<file path="config.mk">
export PLATFORM = sky130hd
export DESIGN_NAME = reg_file_mp
export DESIGN_NICKNAME = d
export VERILOG_FILES = /design/src/rtl/reg_file_pkg.sv /design/src/rtl/reg_file_scoreboard.sv /design/src/rtl/reg_file_mp.sv
export SDC_FILE = /design/constraint.sdc
export NUM_CORES = 2
export LEC_CHECK = 0
export ABC_AREA = 1
export BUFFER_PORTS_ARGS = -buffer_cell sky130_fd_sc_hd__buf_4
export CAP_MARGIN = 20
export CORE_MARGIN = 1.5
export CORE_UTILIZATION = 40
export CTS_CLUSTER_SIZE = 10
export DETAILED_ROUTE_END_ITERATION = 12
export PLACE_DENSITY_LB_ADDON = 0.2
export SLEW_MARGIN = 25
export SYNTH_ARGS = -nofsm -noshare
export SYNTH_HDL_FRONTEND = slang
export SYNTH_SLANG_ARGS = --single-unit
</file>
<file path="constraint.sdc">
create_clock -name clk -period 5.37 [get_ports clk]
set_clock_uncertainty 0.1 [all_clocks]
set_input_delay 0.537 -clock clk [delete_from_list [all_inputs] [get_ports clk]]
set_output_delay 0.537 -clock clk [all_outputs]
set_load 0.02 [all_outputs]
</file>
<file path="src/rtl/reg_file_pkg.sv">
// Shared defaults and address helpers for the multi-port register file.
package reg_file_pkg;

    localparam int unsigned N_DEF        = 32;
    localparam int unsigned DEPTH_DEF    = 16;
    localparam int unsigned NUM_READ_DEF = 3;
    localparam int unsigned PC_INDEX_DEF = 15;

    // Register-address width for a given depth; at least one bit.
    function automatic int unsigned addr_w(input int unsigned depth);
        return (depth <= 2) ? 1 : $clog2(depth);
    endfunction

    localparam int unsigned ADDR_W_DEF = addr_w(DEPTH_DEF);

    typedef logic [ADDR_W_DEF-1:0] reg_addr_t;

endpackage

</file>
<file path="src/rtl/reg_file_scoreboard.sv">
// Pending-load scoreboard: reservation sets a bit, load writeback clears it.
module reg_file_scoreboard
    import reg_file_pkg::*;
#(
    parameter int unsigned DEPTH    = DEPTH_DEF,
    parameter int unsigned PC_INDEX = PC_INDEX_DEF,
    parameter int unsigned ADDR_W   = addr_w(DEPTH)
) (
    input  logic              clk,
    input  logic              rst,
    input  logic              i_rsv_en,
    input  logic [ADDR_W-1:0] i_rsv_addr,
    input  logic              i_w1_en,
    input  logic [ADDR_W-1:0] i_w1_addr,
    output logic [DEPTH-1:0]  o_busy
);

    logic [DEPTH-1:0] r_busy;
    logic [DEPTH-1:0] w_busy_nxt;

    // A new reservation beats a same-cycle clear; the PC entry is never reserved.
    always_comb begin
        w_busy_nxt = r_busy;
        for (int unsigned i = 0; i < DEPTH; i++) begin
            if (i_rsv_en && (i_rsv_addr == ADDR_W'(i)) && (i != PC_INDEX)) begin
                w_busy_nxt[i] = 1'b1;
            end else if (i_w1_en && (i_w1_addr == ADDR_W'(i))) begin
                w_busy_nxt[i] = 1'b0;
            end
        end
    end

    always_ff @(posedge clk) begin
        if (rst) begin
            r_busy <= '0;
        end else begin
            r_busy <= w_busy_nxt;
        end
    end

    assign o_busy = r_busy;

endmodule

</file>
<file path="src/rtl/reg_file_mp.sv">
// Multi-port register file with two write ports, write-to-read bypass,
// PC mirror entry and a pending-load scoreboard.
module reg_file_mp
    import reg_file_pkg::*;
#(
    parameter int unsigned N        = N_DEF,
    parameter int unsigned DEPTH    = DEPTH_DEF,
    parameter int unsigned NUM_READ = NUM_READ_DEF,
    parameter int unsigned PC_INDEX = PC_INDEX_DEF,
    parameter int unsigned ADDR_W   = addr_w(DEPTH)
) (
    input  logic                       clk,
    input  logic                       rst,
    input  logic [NUM_READ*ADDR_W-1:0] raddr_i,
    output logic [NUM_READ*N-1:0]      rdata_o,
    output logic [NUM_READ-1:0]        rbusy_o,
    input  logic                       w0_en_i,
    input  logic [ADDR_W-1:0]          w0_addr_i,
    input  logic [N-1:0]               w0_data_i,
    input  logic                       w1_en_i,
    input  logic [ADDR_W-1:0]          w1_addr_i,
    input  logic [N-1:0]               w1_data_i,
    input  logic                       rsv_en_i,
    input  logic [ADDR_W-1:0]          rsv_addr_i,
    input  logic [N-1:0]               r15_i,
    output logic [DEPTH-1:0]           busy_o,
    output logic                       pc_err_o
);

    localparam logic [ADDR_W-1:0] PC_ADDR = ADDR_W'(PC_INDEX);

    logic [N-1:0]     r_mem [DEPTH];
    logic             r_pc_err;
    logic [DEPTH-1:0] w_busy;
    logic             w_w0_pc;
    logic             w_w1_pc;
    logic             w_rsv_pc;

    assign w_w0_pc  = w0_en_i  && (w0_addr_i  == PC_ADDR);
    assign w_w1_pc  = w1_en_i  && (w1_addr_i  == PC_ADDR);
    assign w_rsv_pc = rsv_en_i && (rsv_addr_i == PC_ADDR);

    // w0 is applied last so it wins a same-address collision with w1.
    always_ff @(posedge clk) begin
        if (rst) begin
            for (int unsigned i = 0; i < DEPTH; i++) begin
                r_mem[i] <= '0;
            end
            r_pc_err <= 1'b0;
        end else begin
            if (w1_en_i && !w_w1_pc) begin
                r_mem[w1_addr_i] <= w1_data_i;
            end
            if (w0_en_i && !w_w0_pc) begin
                r_mem[w0_addr_i] <= w0_data_i;
            end
            r_pc_err <= w_w0_pc || w_w1_pc || w_rsv_pc;
        end
    end

    reg_file_scoreboard #(
        .DEPTH    (DEPTH),
        .PC_INDEX (PC_INDEX),
        .ADDR_W   (ADDR_W)
    ) u_scoreboard (
        .clk        (clk),
        .rst        (rst),
        .i_rsv_en   (rsv_en_i),
        .i_rsv_addr (rsv_addr_i),
        .i_w1_en    (w1_en_i),
        .i_w1_addr  (w1_addr_i),
        .o_busy     (w_busy)
    );

    // Per-port read mux: PC mirror, then w0 bypass, then w1 bypass, then storage.
    for (genvar k = 0; k < NUM_READ; k++) begin : g_rd
        logic [ADDR_W-1:0] w_addr;
        logic [N-1:0]      w_data;
        logic              w_w1_hit;

        assign w_addr   = raddr_i[k*ADDR_W +: ADDR_W];
        assign w_w1_hit = w1_en_i && (w1_addr_i == w_addr);

        always_comb begin
            w_data = r_mem[w_addr];
            if (w_addr == PC_ADDR) begin
                w_data = r15_i;
            end else if (w0_en_i && (w0_addr_i == w_addr)) begin
                w_data = w0_data_i;
            end else if (w_w1_hit) begin
                w_data = w1_data_i;
            end
        end

        assign rdata_o[k*N +: N] = w_data;
        assign rbusy_o[k]        = w_busy[w_addr] && !w_w1_hit && (w_addr != PC_ADDR);
    end

    assign busy_o   = w_busy;
    assign pc_err_o = r_pc_err;

endmodule

</file>
# After elaboration in Yosys (flattened, before gate mapping)

Memory sizes are Yosys's and may differ from the RTL's.
Index checks and enable logic that the tools add are counted.

Input port bits: 125
Memory bits (writable): 512
Bits in registers: 16
Memories kept: 1
Output and inout bits: 116

Equal/unequal tests: 43
Magnitude comparators: 3
Reduce and logical (&&, ||, !) cells: 73
Muxes and demuxes: 59

Memories:

| memory | depth | bits a word | read ports | clocked after Yosys merged registers in | write ports | line              | RTL |
|---|---|---|---|---|---|---|---|
| r_mem  | 16    | 32          | 3          | 0                                       | 16          | reg_file_mp.sv:32 | `logic [N-1:0] r_mem [DEPTH];` |

Operators by type and width:

| kind                                                | count |
|---|---|
| two-way mux 32 bit                                  | 11 |
| == test 4 bit (second input constant)               | 20 |
| OR reduction 32 bit                                 | 2 |
| logical AND 1 bit                                   | 47 |
| two-way mux 1 bit                                   | 43 |
| == test 4 x 3 -> 1 bit (second input constant)      | 8 |
| nonzero test 2 bit                                  | 15 |
| == test 4 bit                                       | 6 |
| == test 4 x 2 -> 1 bit (second input constant)      | 4 |
| < comparator 4 x 5 -> 1 bit (second input constant) | 3 |
| binary-select mux 1 bit (select 4 bit)              | 3 |
| inequality test 4 bit (second input constant)       | 3 |
| == test 4 x 1 -> 1 bit (second input constant)      | 2 |
| zero test 4 bit                                     | 2 |
| two-way mux 4 bit                                   | 2 |
| zero test 1 bit                                     | 5 |
| logical OR 1 bit                                    | 2 |

# Longest topological paths before layout

Depth in word-level cells: 9
Gate-level depth with buffers: 15
Depth with buffers taken out: 12

# Cells and area by module

A second synthesis with hierarchy kept.

Cells, all modules: 6,350
Area, all modules: 41,268.3 sq um

Modules (own cells, without submodules):

| module              | cells an instance | area each (sq um) | times used |
|---|---|---|---|
| reg_file_mp         | 6,235             | 40,505.1          | 1 |
| reg_file_scoreboard | 115               | 763.2             | 1 |

# Worst setup path after synthesis

No wires, ideal clock.

Path type: in2reg
From: input port w0_addr_i[3]
To: memory r_mem[8][0] (netlist bit) (enable)
Library setup time: 0.561 ns
Arrival time: 2.244 ns
Path buffers: 2
Path slack: 2.465 ns
Stages on the path: 9
Cell sequence: buf_2 > nand2_1 > nor2_1 > nor2_2 > nand2_2 > nor3_2 > nand2_1 > clkbuf_1 > nand3_1

RTL lines:

| item        | line              | RTL |
|---|---|---|
| from (decl) | reg_file_mp.sv:18 | `input logic [ADDR_W-1:0] w0_addr_i,` |
| to (decl)   | reg_file_mp.sv:32 |  |

# Final worst setup path

From: input port raddr_i[5]
To: output port rdata_o[36]

Word-level cells in the longest chain between the ends: 5
Elaborated cells on any way between the ends: 9
Those cells by class: eq/ne (3); mux (3); reduce/logical (2); memory (1)

Ends and longest elaborated chain:

| item                                                                         | line              | RTL |
|---|---|---|
| from (decl)                                                                  | reg_file_mp.sv:14 | `input logic [NUM_READ*ADDR_W-1:0] raddr_i,` |
| parallel branches: the longest is 4 deep, another holds memory (16 x 32 bit) | -                 |  |
| two-way mux 32 bit *                                                         | reg_file_mp.sv:86 | `if (w_addr == PC_ADDR) begin` |
| to (decl)                                                                    | reg_file_mp.sv:15 | `output logic [NUM_READ*N-1:0] rdata_o,` |

Every way passes the cells marked *.

==> results.toml <==
[power]
switching_power_w = 0.00434
p_int_w = 0.00812
p_comb_share_pct = 25.2
p_per_area_mw_per_mm2 = 262
peakVddDrop_v = 0.000209
seq_power_share_pct = 39.1
p_clk_share_pct = 35.7
total_power_w = 0.0125
swShare_pct = 34.8
power.leakage_nw = 21.8

[die]
ioPinCount = 241
start_util_pct = 40.4
num_rows = 120
die_y_um = 332
die_width_um = 332
die_area_mm2 = 0.110
fp.coreArea_mm2 = 0.107

[grt]
grt_use_total_pct = 37.2
grt_pass1_vias = 45400
grt_pass1_wl_um = 306000
grt_start_max_net_pins = 159
grt_overflow = 0
antenna_found_initial = 10

[sta]
hold_viol = 0
rsz0062_at_grt = "false"
hold_ws_ns = 0.128
slew_viol_final = 0
min_period_ns = 4.18
setup_viol = 0
setup_tns_ns = 0
tightest_slew_ns = 1.26
fmax_mhz = 240
timing.final.crit_share_pct = 77.8
relSlewSlack_pct = 16.1
worst_slack_ns = 1.19

[critical_path]
crit_path_frequent_cell = "nor2_1"
setup.worst_path.class = "in2out"
start_kind = "input pin"
cp-end-kind = "output port"
arrival_ns = 3.54
cp_top_family = "buffers and inverters"
cp_slowest_cell = "buf_12"
path_buf_inv = 4
critPathMaxStageDelay_ns = 0.64
cp.required_ns = 4.73
crit_fanout = 101
cp_cell_sequence = "buf_6 -> buf_12 -> o22ai_1 -> nor2_1 -> nand3_4 -> buf_4 -> nor2_1 -> nor2_1 -> nand2_1 -> nand2_1 -> buf_4"

[detailed_routing]
dr.pass1.iters = 9
wl_per_cell_um = 26.0
via_count = 50000
drc = 0
ant_nets = 0
wirelength_um = 213000
drt-initial-drc-count = 8075
vias_per_cell = 6.10

[clock_network]
h-tree-depth = 3
hold_buffers = 0
cts_tree = "built"
cts_resized = 0
post_cts_buffers = 0
cts-root-buf = "clkbuf_16"
cts.sinks = 528
cts_buffer_depth = 3
cts_made_buffers = 69
clk_latency_ns = 0.64
clkTransAtPathRegs_ns = 0.06

[logic_synthesis]
synthArstFlopShare_pct = 0
yosysSeqAreaShare_pct = 36.3
post_synth.cell_area_avg_um2 = 6.25
ys_types = 31
synth-main-ff-cell = "edfxtp_1"
synthCells = 6919
synth_warnings = 0
synth_edf_count = 512
synth_seq_cells = 528
synth_area_mm2 = 0.0432

[placed_design]
preCtsSetupSlack_ns = 1.37
hpwlAfterDp_um = 118000
io_buffers = 239
gp_congestion = 0.950
dpl_cell_area_mm2 = 0.0455

[status]
outcome = "complete, no violations"

[cells_and_area]
nets = 6872
seq_area_mm2 = 0.0157
area_growth_pct = 9.97
nFillCells = 11100
multi_input_area_mm2 = 0.0229
finish.instance_area_mm2 = 0.0475
drive_above_1_share_pct = 7.51

[min_path]
hp-class = "in2reg"

[job]
maxCapViolations = 0
==> state kept, by name, indices dropped and copies added, names as in the netlist <==
| name | cells |
|---|---|
| r_mem | 512 |
| u_scoreboard.o_busy | 15 |
| pc_err_o | 1 |
==> path summary, 6_finish.rpt <==
check,from,to,slack [ns],cells after the start
worst max-delay path,raddr_i[5],rdata_o[36],1.19,11
worst min-delay path,rsv_en_i,u_scoreboard.o_busy[2]$_SDFFE_PP0P_,0.13,3
worst max register to register,u_scoreboard.o_busy[11]$_SDFFE_PP0P_,u_scoreboard.o_busy[11]$_SDFFE_PP0P_,4.50,2
worst min register to register,u_scoreboard.o_busy[9]$_SDFFE_PP0P_,u_scoreboard.o_busy[9]$_SDFFE_PP0P_,0.39,2
==> routing by layer <==
metal / GRT usage, % / vias to the layer above / share of wire [%]
li1: - / 22100 / -
met1: 47.9 / 22900 / 37
met2: 55.5 / 4131 / 42
met3: 10.8 / 884 / 15
met4: 21.5 / 10 / 6.6
met5: 0 / - / 0.032
==> synthesized netlist by cell type (all sizes together) (10+ instances only) <==
cell type / n / share of area [%]
o21ai: 507 / 5.9
buf: 384 / 4.3
a21oi: 33 / 0.38
nand4: 10 / 0.14
dfxtp: 16 / 0.74
inv: 591 / 5.1
nand3: 1493 / 17
o211ai: 105 / 1.8
clkbuf: 240 / 2.1
nand2: 2666 / 23
edfxtp: 512 / 36
nor2: 331 / 2.9
==> cells in the final DEF (no fill, tap or decap), types with 4 or more instances in the layout <==
cell	count
clkinv_2	9
nand2_1	2653
nor2_2	5
clkbuf_1	18
o211ai_1	105
nand3_1	1481
clkinv_1	13
nand2_2	9
buf_6	5
nand3_4	5
inv_1	566
dfxtp_1	16
buf_4	323
a21oi_1	33
o21ai_0	430
o22ai_1	5
clkbuf_16	72
edfxtp_1	512
inv_2	19
inv_6	6
conb_1	33
nand2_4	4
buf_12	17
diode_2	12
o21ai_1	77
nor2_1	313
nand4_1	10
nand3_2	7
nor2_4	13
buf_8	4
==> layout make-up <==
type / instances / share of cell area [%]
well taps: 1403 / 3.69
flip-flops and latches: 528 / 33.0
multi-input cells: 5202 / 48.1
inverters: 597 / 4.81
clock inverters: 23 / 0.316
clock buffers: 90 / 3.93
repair buffers: 349 / 6.06
diodes: 12 / 0.0632
==> worst min-delay path, cell delays in order <==
cell	delay (ns)
buf_4	0.15
nand3_1	0.08
a21oi_1	0.06
==> power by group through the flow <==
stage               clock network [W]  logic [W]  registers (W)
floorplan                           0    0.00185        0.00494
global placement                    0    0.00300        0.00495
detailed placement                  0    0.00301        0.00495
CTS                           0.00444    0.00302        0.00487
global route                  0.00457    0.00333        0.00489
finish                        0.00445    0.00314        0.00487
==> kinds of logic (layout without fill, tap and decap cells) <==
family                 Yosys count  in the layout  share of synthesized area, %
buffers and inverters         1221           1059                          11.6
flip-flops                     528            528                          36.3
AO/OA/AOI/OAI                  656            656                          8.25
XOR/XNOR                         3              3                        0.0608
other                            1             45                       0.00868
AND/OR/NAND/NOR               4510           4510                          43.8
==> through the flow <==
| step | util [%] | std cells |
|---|---|---|
| 3_3_place_gp | 42.4 | 8077 |
| 6_report | 44.4 | 8204 |
| 2_1_floorplan | - | 6951 |
| 5_1_grt | 44.4 | 8195 |
| 3_5_place_dp | 42.5 | 8079 |
| 4_1_cts | 44.3 | 8192 |
(Power assumes the default switching activity.)
